### src/rtl/uart_pkg.sv
// rtl/uart_pkg.sv - shared UART types, constants and divisor helper
package uart_pkg;

  typedef enum logic [2:0] {
    RECOVER,
    IDLE,
    START,
    DATA,
    STOP
  } uart_rx_state_t;

  localparam int OVERSAMPLE = 16;
  localparam int SAMPLE_MID = 8;

  // Clocks per oversample tick, rounded to nearest
  function automatic int baud_div(input int clk_hz, input int baud);
    return (clk_hz + (baud * OVERSAMPLE) / 2) / (baud * OVERSAMPLE);
  endfunction

  // Two-of-three vote over the sample window
  function automatic logic majority3(input logic [2:0] w);
    return (w[0] & w[1]) | (w[0] & w[2]) | (w[1] & w[2]);
  endfunction

endpackage

### src/rtl/uart_baud_tick.sv
// rtl/uart_baud_tick.sv - oversample tick divider with synchronous clear
module uart_baud_tick #(
  parameter int DIV = 54
) (
  input  logic clk,
  input  logic reset_n,
  input  logic clear,
  output logic tick
);

  localparam int CW = (DIV > 2) ? $clog2(DIV) : 1;

  if (DIV < 2) begin : g_div_check
    $error("uart_baud_tick: DIV must be at least 2");
  end

  logic [CW-1:0] cnt_q;
  logic          at_end;

  assign at_end = (cnt_q == CW'(DIV - 1));
  assign tick   = at_end;

  // Count 0..DIV-1; clear restarts the phase so ticks align to a start edge
  always_ff @(posedge clk or negedge reset_n) begin
    if (!reset_n) begin
      cnt_q <= '0;
    end else if (clear || at_end) begin
      cnt_q <= '0;
    end else begin
      cnt_q <= cnt_q + 1'b1;
    end
  end

endmodule

### src/rtl/uart_rx.sv
// rtl/uart_rx.sv - 8N1 receiver, 16x oversampling with 3-sample majority vote
module uart_rx
  import uart_pkg::*;
#(
  parameter int CLK_FREQ_HZ = 100_000_000,
  parameter int BAUD_RATE   = 115200
) (
  input  logic       clk,
  input  logic       reset_n,
  input  logic       rx,
  output logic [7:0] uart_data,
  output logic       uart_data_valid,
  output logic       framing_error,
  output logic       busy
);

  localparam int DIV = baud_div(CLK_FREQ_HZ, BAUD_RATE);

  if (DIV < 2) begin : g_div_check
    $error("uart_rx: clock too slow for requested baud rate");
  end

  logic           rx_meta_q;
  logic           rx_s_q;
  logic [1:0]     prime_q;
  uart_rx_state_t state_q;
  logic [3:0]     scnt_q;
  logic [2:0]     bitcnt_q;
  logic [2:0]     win_q;
  logic [7:0]     shreg_q;
  logic [7:0]     data_q;
  logic           valid_q;
  logic           ferr_q;

  logic           tick;
  logic           clear;
  logic           in_window;
  logic           mid_tick;
  logic           wrap;
  logic [2:0]     win_d;
  logic           bit_d;

  // Two-flop synchronizer; prime_q marks when rx_s_q holds a real line sample
  always_ff @(posedge clk or negedge reset_n) begin
    if (!reset_n) begin
      rx_meta_q <= 1'b1;
      rx_s_q    <= 1'b1;
      prime_q   <= 2'b00;
    end else begin
      rx_meta_q <= rx;
      rx_s_q    <= rx_meta_q;
      prime_q   <= {prime_q[0], 1'b1};
    end
  end

  assign clear = (state_q == IDLE) && !rx_s_q;

  uart_baud_tick #(
    .DIV (DIV)
  ) u_tick (
    .clk     (clk),
    .reset_n (reset_n),
    .clear   (clear),
    .tick    (tick)
  );

  assign in_window = (scnt_q >= 4'(SAMPLE_MID - 1)) && (scnt_q <= 4'(SAMPLE_MID + 1));
  assign mid_tick  = tick && (scnt_q == 4'(SAMPLE_MID + 1));
  assign wrap      = tick && (scnt_q == 4'd15);
  assign win_d     = {win_q[1:0], rx_s_q};
  assign bit_d     = majority3(win_d);

  // Frame FSM with sample counter, shift register and registered strobes
  always_ff @(posedge clk or negedge reset_n) begin
    if (!reset_n) begin
      state_q  <= RECOVER;
      scnt_q   <= 4'd0;
      bitcnt_q <= 3'd0;
      win_q    <= 3'd0;
      shreg_q  <= 8'h00;
      data_q   <= 8'h00;
      valid_q  <= 1'b0;
      ferr_q   <= 1'b0;
    end else begin
      valid_q <= 1'b0;
      ferr_q  <= 1'b0;
      if (tick && in_window) begin
        win_q <= win_d;
      end
      if (tick) begin
        scnt_q <= scnt_q + 4'd1;
      end
      case (state_q)
        RECOVER: begin
          // Stale reset values in the synchronizer must not count as idle line
          if (prime_q[1] && rx_s_q) begin
            state_q <= IDLE;
          end
        end
        IDLE: begin
          if (!rx_s_q) begin
            state_q <= START;
            scnt_q  <= 4'd0;
          end
        end
        START: begin
          if (mid_tick && bit_d) begin
            state_q <= IDLE;
          end else if (wrap) begin
            state_q  <= DATA;
            bitcnt_q <= 3'd0;
          end
        end
        DATA: begin
          if (mid_tick) begin
            shreg_q <= {bit_d, shreg_q[7:1]};
          end
          if (wrap) begin
            bitcnt_q <= bitcnt_q + 3'd1;
            if (bitcnt_q == 3'd7) begin
              state_q <= STOP;
            end
          end
        end
        STOP: begin
          // Leave at mid stop bit so the next start edge is not missed
          if (mid_tick) begin
            if (bit_d) begin
              data_q  <= shreg_q;
              valid_q <= 1'b1;
              state_q <= IDLE;
            end else begin
              ferr_q  <= 1'b1;
              state_q <= RECOVER;
            end
          end
        end
        default: state_q <= RECOVER;
      endcase
    end
  end

  assign uart_data       = data_q;
  assign uart_data_valid = valid_q;
  assign framing_error   = ferr_q;
  assign busy            = (state_q != IDLE);

endmodule

### config.mk
export PLATFORM = sky130hd
export DESIGN_NAME = uart_rx
export DESIGN_NICKNAME = d
export VERILOG_FILES = /design/src/rtl/uart_pkg.sv /design/src/rtl/uart_baud_tick.sv /design/src/rtl/uart_rx.sv
export SDC_FILE = /design/constraint.sdc
export NUM_CORES = 1
export LEC_CHECK = 0
export BUFFER_PORTS_ARGS = -buffer_cell sky130_fd_sc_hd__buf_2
export CORE_AREA = 2 2 72 74
export DETAILED_ROUTE_END_ITERATION = 10
export DIE_AREA = 0 0 74 76
export PLACE_DENSITY = 0.65
export REMOVE_ABC_BUFFERS = 1
export SLEW_MARGIN = 40
export SYNTH_ARGS = -nofsm -noshare
export SYNTH_HDL_FRONTEND = slang
export SYNTH_SLANG_ARGS = --single-unit
### constraint.sdc
create_clock -name clk -period 1.75 [get_ports clk]
set_input_delay 0.35 -clock clk [delete_from_list [all_inputs] [get_ports clk]]
set_output_delay 0.35 -clock clk [all_outputs]
set_load 0.1 [all_outputs]
==> summary.txt <==
Timing
  – Final Worst Setup Slack: 0.0684 ns
  – Min Tclk post-route: 1.68 ns
  – Transition time at the pin with the least slew margin: roughly 0.61 ns
  – FMAX: between 500 and 600 MHz
  – Final number of max-transition violations: 0
  – Max-Slew Margin vs Limit: between 50 and 60%
  – Number of hold-slack violations in the final timing report: 0
  – Clk_skew: 0.00410 ns
  – Share of the cycle needed by the critical path after routing: 96.1%
  – Unrepaired setup endpoints after global routing: yes
  – Number of setup violations in the final report: 0

Synth
  – Fraction of post-synthesis cell area in the top cell type by area: between 50% and 60%
  – Register area share after synthesis: 53.0%
  – Dominant register cell in the synthesized netlist: dfrtp_1
  – Cell area after synthesis: 1890 um2
  – Async set-or-reset flop fraction in the synthesized netlist: 100%
  – Mean instance size in the synthesized netlist: approximately 12 um2
  – Yosys warning total: 0
  – Number of enable flip-flop cells after synthesis: 0
  – Post-synthesis cell type count: 43
  – Number of register bits inferred by synthesis: 40
  – Cell type contributing the most total cell area after synthesis: dfrtp_1
  – Instance count of the mapped netlist: about 150
  – Synth top area cells: dfrtp_1 (50%), mux2_2 (6.5%), mux2_4 (6.3%), ha_1 (4.6%), dfstp_2 (2.8%)

CTS
  – Num Clock Sinks: 40
  – Num CTS Buffers: 5
  – Clock latency reported for the late side of the worst-skew pair: 0.28 ns
  – Clock input transition at the sequential cells of the worst setup and hold paths: about 0.080 ns
  – Clock tree from TritonCTS: yes
  – Root Buffer: clkbuf_8
  – Buffer depth of the longest clock path: 2
  – H-tree depth reported by CTS: 2
  – Number of buffers inserted by hold repair at cts: 0

Placement
  – Half-perimeter wire length after placement: approximately 2200 um
  – Cell count after placement: around 240
  – Worst slack after detailed placement: between 0.03 and 0.04 ns
  – Final RePlAce weighted congestion: 0.795
  – Buffers added on ports: 13

Die
  – Initial Utilization: approximately two fifths
  – Number of rows in the core area: 26
  – DIE WIDTH: around 74 um
  – Vertical die dimension: about 76 um
  – Placeable core region: 4910 um2
  – I/O pin count: 14
  – Full die area: ~5600 um2

Cells and area
  – Layout net count: 194
  – Share of post-route cells with drive strength above 1: a little under two fifths
  – Antenna fix cells: 0
  – Final instance count without filler cells: around 260
  – Area grow syn2layout: 20.7%

Setup path
  – Buffers plus inverters on the worst setup path: 1
  – Arrival time at the worst endpoint: about 1.9 ns
  – Data required time at the worst endpoint: roughly 1.9 ns
  – Maximum fanout count along the critical path: 8
  – CP Cell Sequence: inv_1 > ha_1 > nand3b_1 > nor3_4 > and2_4 > mux2_4
  – Cell with the largest stage delay on the worst path: dfrtp_1
  – Worst setup path class: flip-flop to flip-flop
  – Critical Path Max Stage Delay: approximately 0.38 ns
  – Reg2Reg Setup Slack: 0.07 ns
  – Capturing element type of the critical path: flip-flop
  – Startpoint class of the critical path: flip-flop
  – Cell family with most CP delay: simple AND/OR/NAND/NOR gates

Drt
  – Via density: about 4.8
  – Routed wire length: 3170 um
  – Drt pass-1 iters: 4
  – Count of nets left with antenna violations after detail routing: 0
  – Drt drc: 0
  – Violation count after the first detailed-routing iteration: 54
  – Via count: roughly 1200
  – Average wire per cell in the routed design: 12.4 um

Min path
  – Path category of the worst min-delay check: primary input to async pin

Global route
  – Wire length of the first global-routing pass: around 5600 um
  – Met1 routing resource usage after global routing: 17.9%
  – Number of antenna violations at the first check in global routing: 0
  – Pin count of the biggest net entering global routing: 30
  – Met2 track demand over resource: 19.2%
  – Most used routing layer in global routing: met2
  – Met3 Usage GRT: 2.78%
  – Via count of the first global-routing pass: about 1200
  – Total global routing overflow: 0
  – Global-route usage over all layers: between 10% and 20%

Power and ir drop
  – Static Leak: 1.12 nW
  – Pwr/cell area: 1160 nW/um2
  – Maximum resistive drop on vdd: 0.551 mV

Job
  – Max cap viols: 0

Status
  – Status: complete, no violations
sequential cells by signal, indices dropped and copies added, names as in the netlist, 2 cells and up:
register      flops
state_q           3
uart_data         8
u_tick.cnt_q      6
scnt_q            4
prime_q           2
shreg_q           8
win_q             2
bitcnt_q          3
placed cells by master, fill, tap and decap left out, types with 2 or more instances in the layout:
cell type  netlist  layout
ha_1             7       7
and2_1           2       2
nand2_1          8       8
inv_1            8       8
buf_4            0      13
nor3_2           1       2
nand2b_1         3       3
mux2_4           8       8
o21ai_0          5       5
xnor2_1          5       5
xor2_1           2       2
nand3_1          7       7
nor2_1          13      12
a21oi_1          2       2
mux2_2          11      11
dfstp_2          2       2
dfrtp_1         38      38
a22o_1           2       2
clkbuf_8         0       5
buf_2            1      12
o22ai_1          2       2
synthesized netlist by cell type (3+ instances only):
cell and number:
o21ai_0 5, nor2_1 13, ha_1 7, dfrtp_1 38, inv_1 8, nand2_1 8, nand2b_1 3, nand3_1 7
mux2_4 8, xnor2_1 5, mux2_2 11
worst register-to-register path: stages (launching register included):
cell and delay (ns):
dfrtp_1 0.38, inv_1 0.07, ha_1 0.17, nand3b_1 0.17, nor3_4 0.19, and2_4 0.27
mux2_4 0.32
worst paths after layout:
path                            start         end  depth (start not counted)
min in group clk                   rx   rx_meta_q                          1
max in group asynchronous     reset_n  shreg_q[3]                          2
hold reg to reg            prime_q[0]  prime_q[1]                          0
hold / removal                reset_n   scnt_q[1]                          1
setup reg to reg            scnt_q[1]  shreg_q[6]                          6
setup / recovery            scnt_q[1]  shreg_q[6]                          6
final cells by class:
type	count	area, um2
flip-flops and latches	40	1000
well taps	70	87.6
inverters	8	30.0
multi-input cells	102	862
clock buffers	5	68.8
clock inverters	3	42.5
fillers	454	2630
repair buffers	27	189
metal layers:
| metal | part of all wire, % | vias to the layer above |
|---|---|---|
| li1 | - | 592 |
| met1 | 47 | 603 |
| met2 | 49 | 16 |
| met3 | 2.6 | 2 |
| met4 | 1.1 | 0 |
| met5 | 0 | - |
where the power goes:
group	leakage, nW	switching, mW	internal [mW]	total (mW)
sequential	0.532	0.186	1.04	1.22
combinational	0.532	0.370	0.316	0.686
clock	0.0541	0.311	0.422	0.732
logic make-up after synthesis:
logic type,Yosys count,synth area share (%)
flip-flops,40,53.0
other,1,0.198
multiplexers,20,13.4
adder cells (fa/ha/maj),7,4.63
buffers and inverters,11,3.11
AND/OR/NAND/NOR,46,15.0
AO/OA/AOI/OAI,20,7.34
XOR/XNOR,7,3.24
repair_timing:
item,in CTS,in global routing
buffers inserted,0,3
setup endpoints to repair,0,18
resized for setup,0,6
through the flow:
step	hold WS (ns)	instance area (um2)	TNS [ns]	util [%]	power [mW]
floorplan	0.0544	1860	0	-	1.66
global placement	0.333	2110	0	43.0	1.86
detailed placement	0.336	2110	0	43.0	1.88
CTS	0.102	2220	0	45.3	2.63
global route	0.129	2280	-0.105	46.5	2.80
finish	0.0735	2280	0	46.5	2.64
No activity file was read; power rests on OpenSTA's default activity.
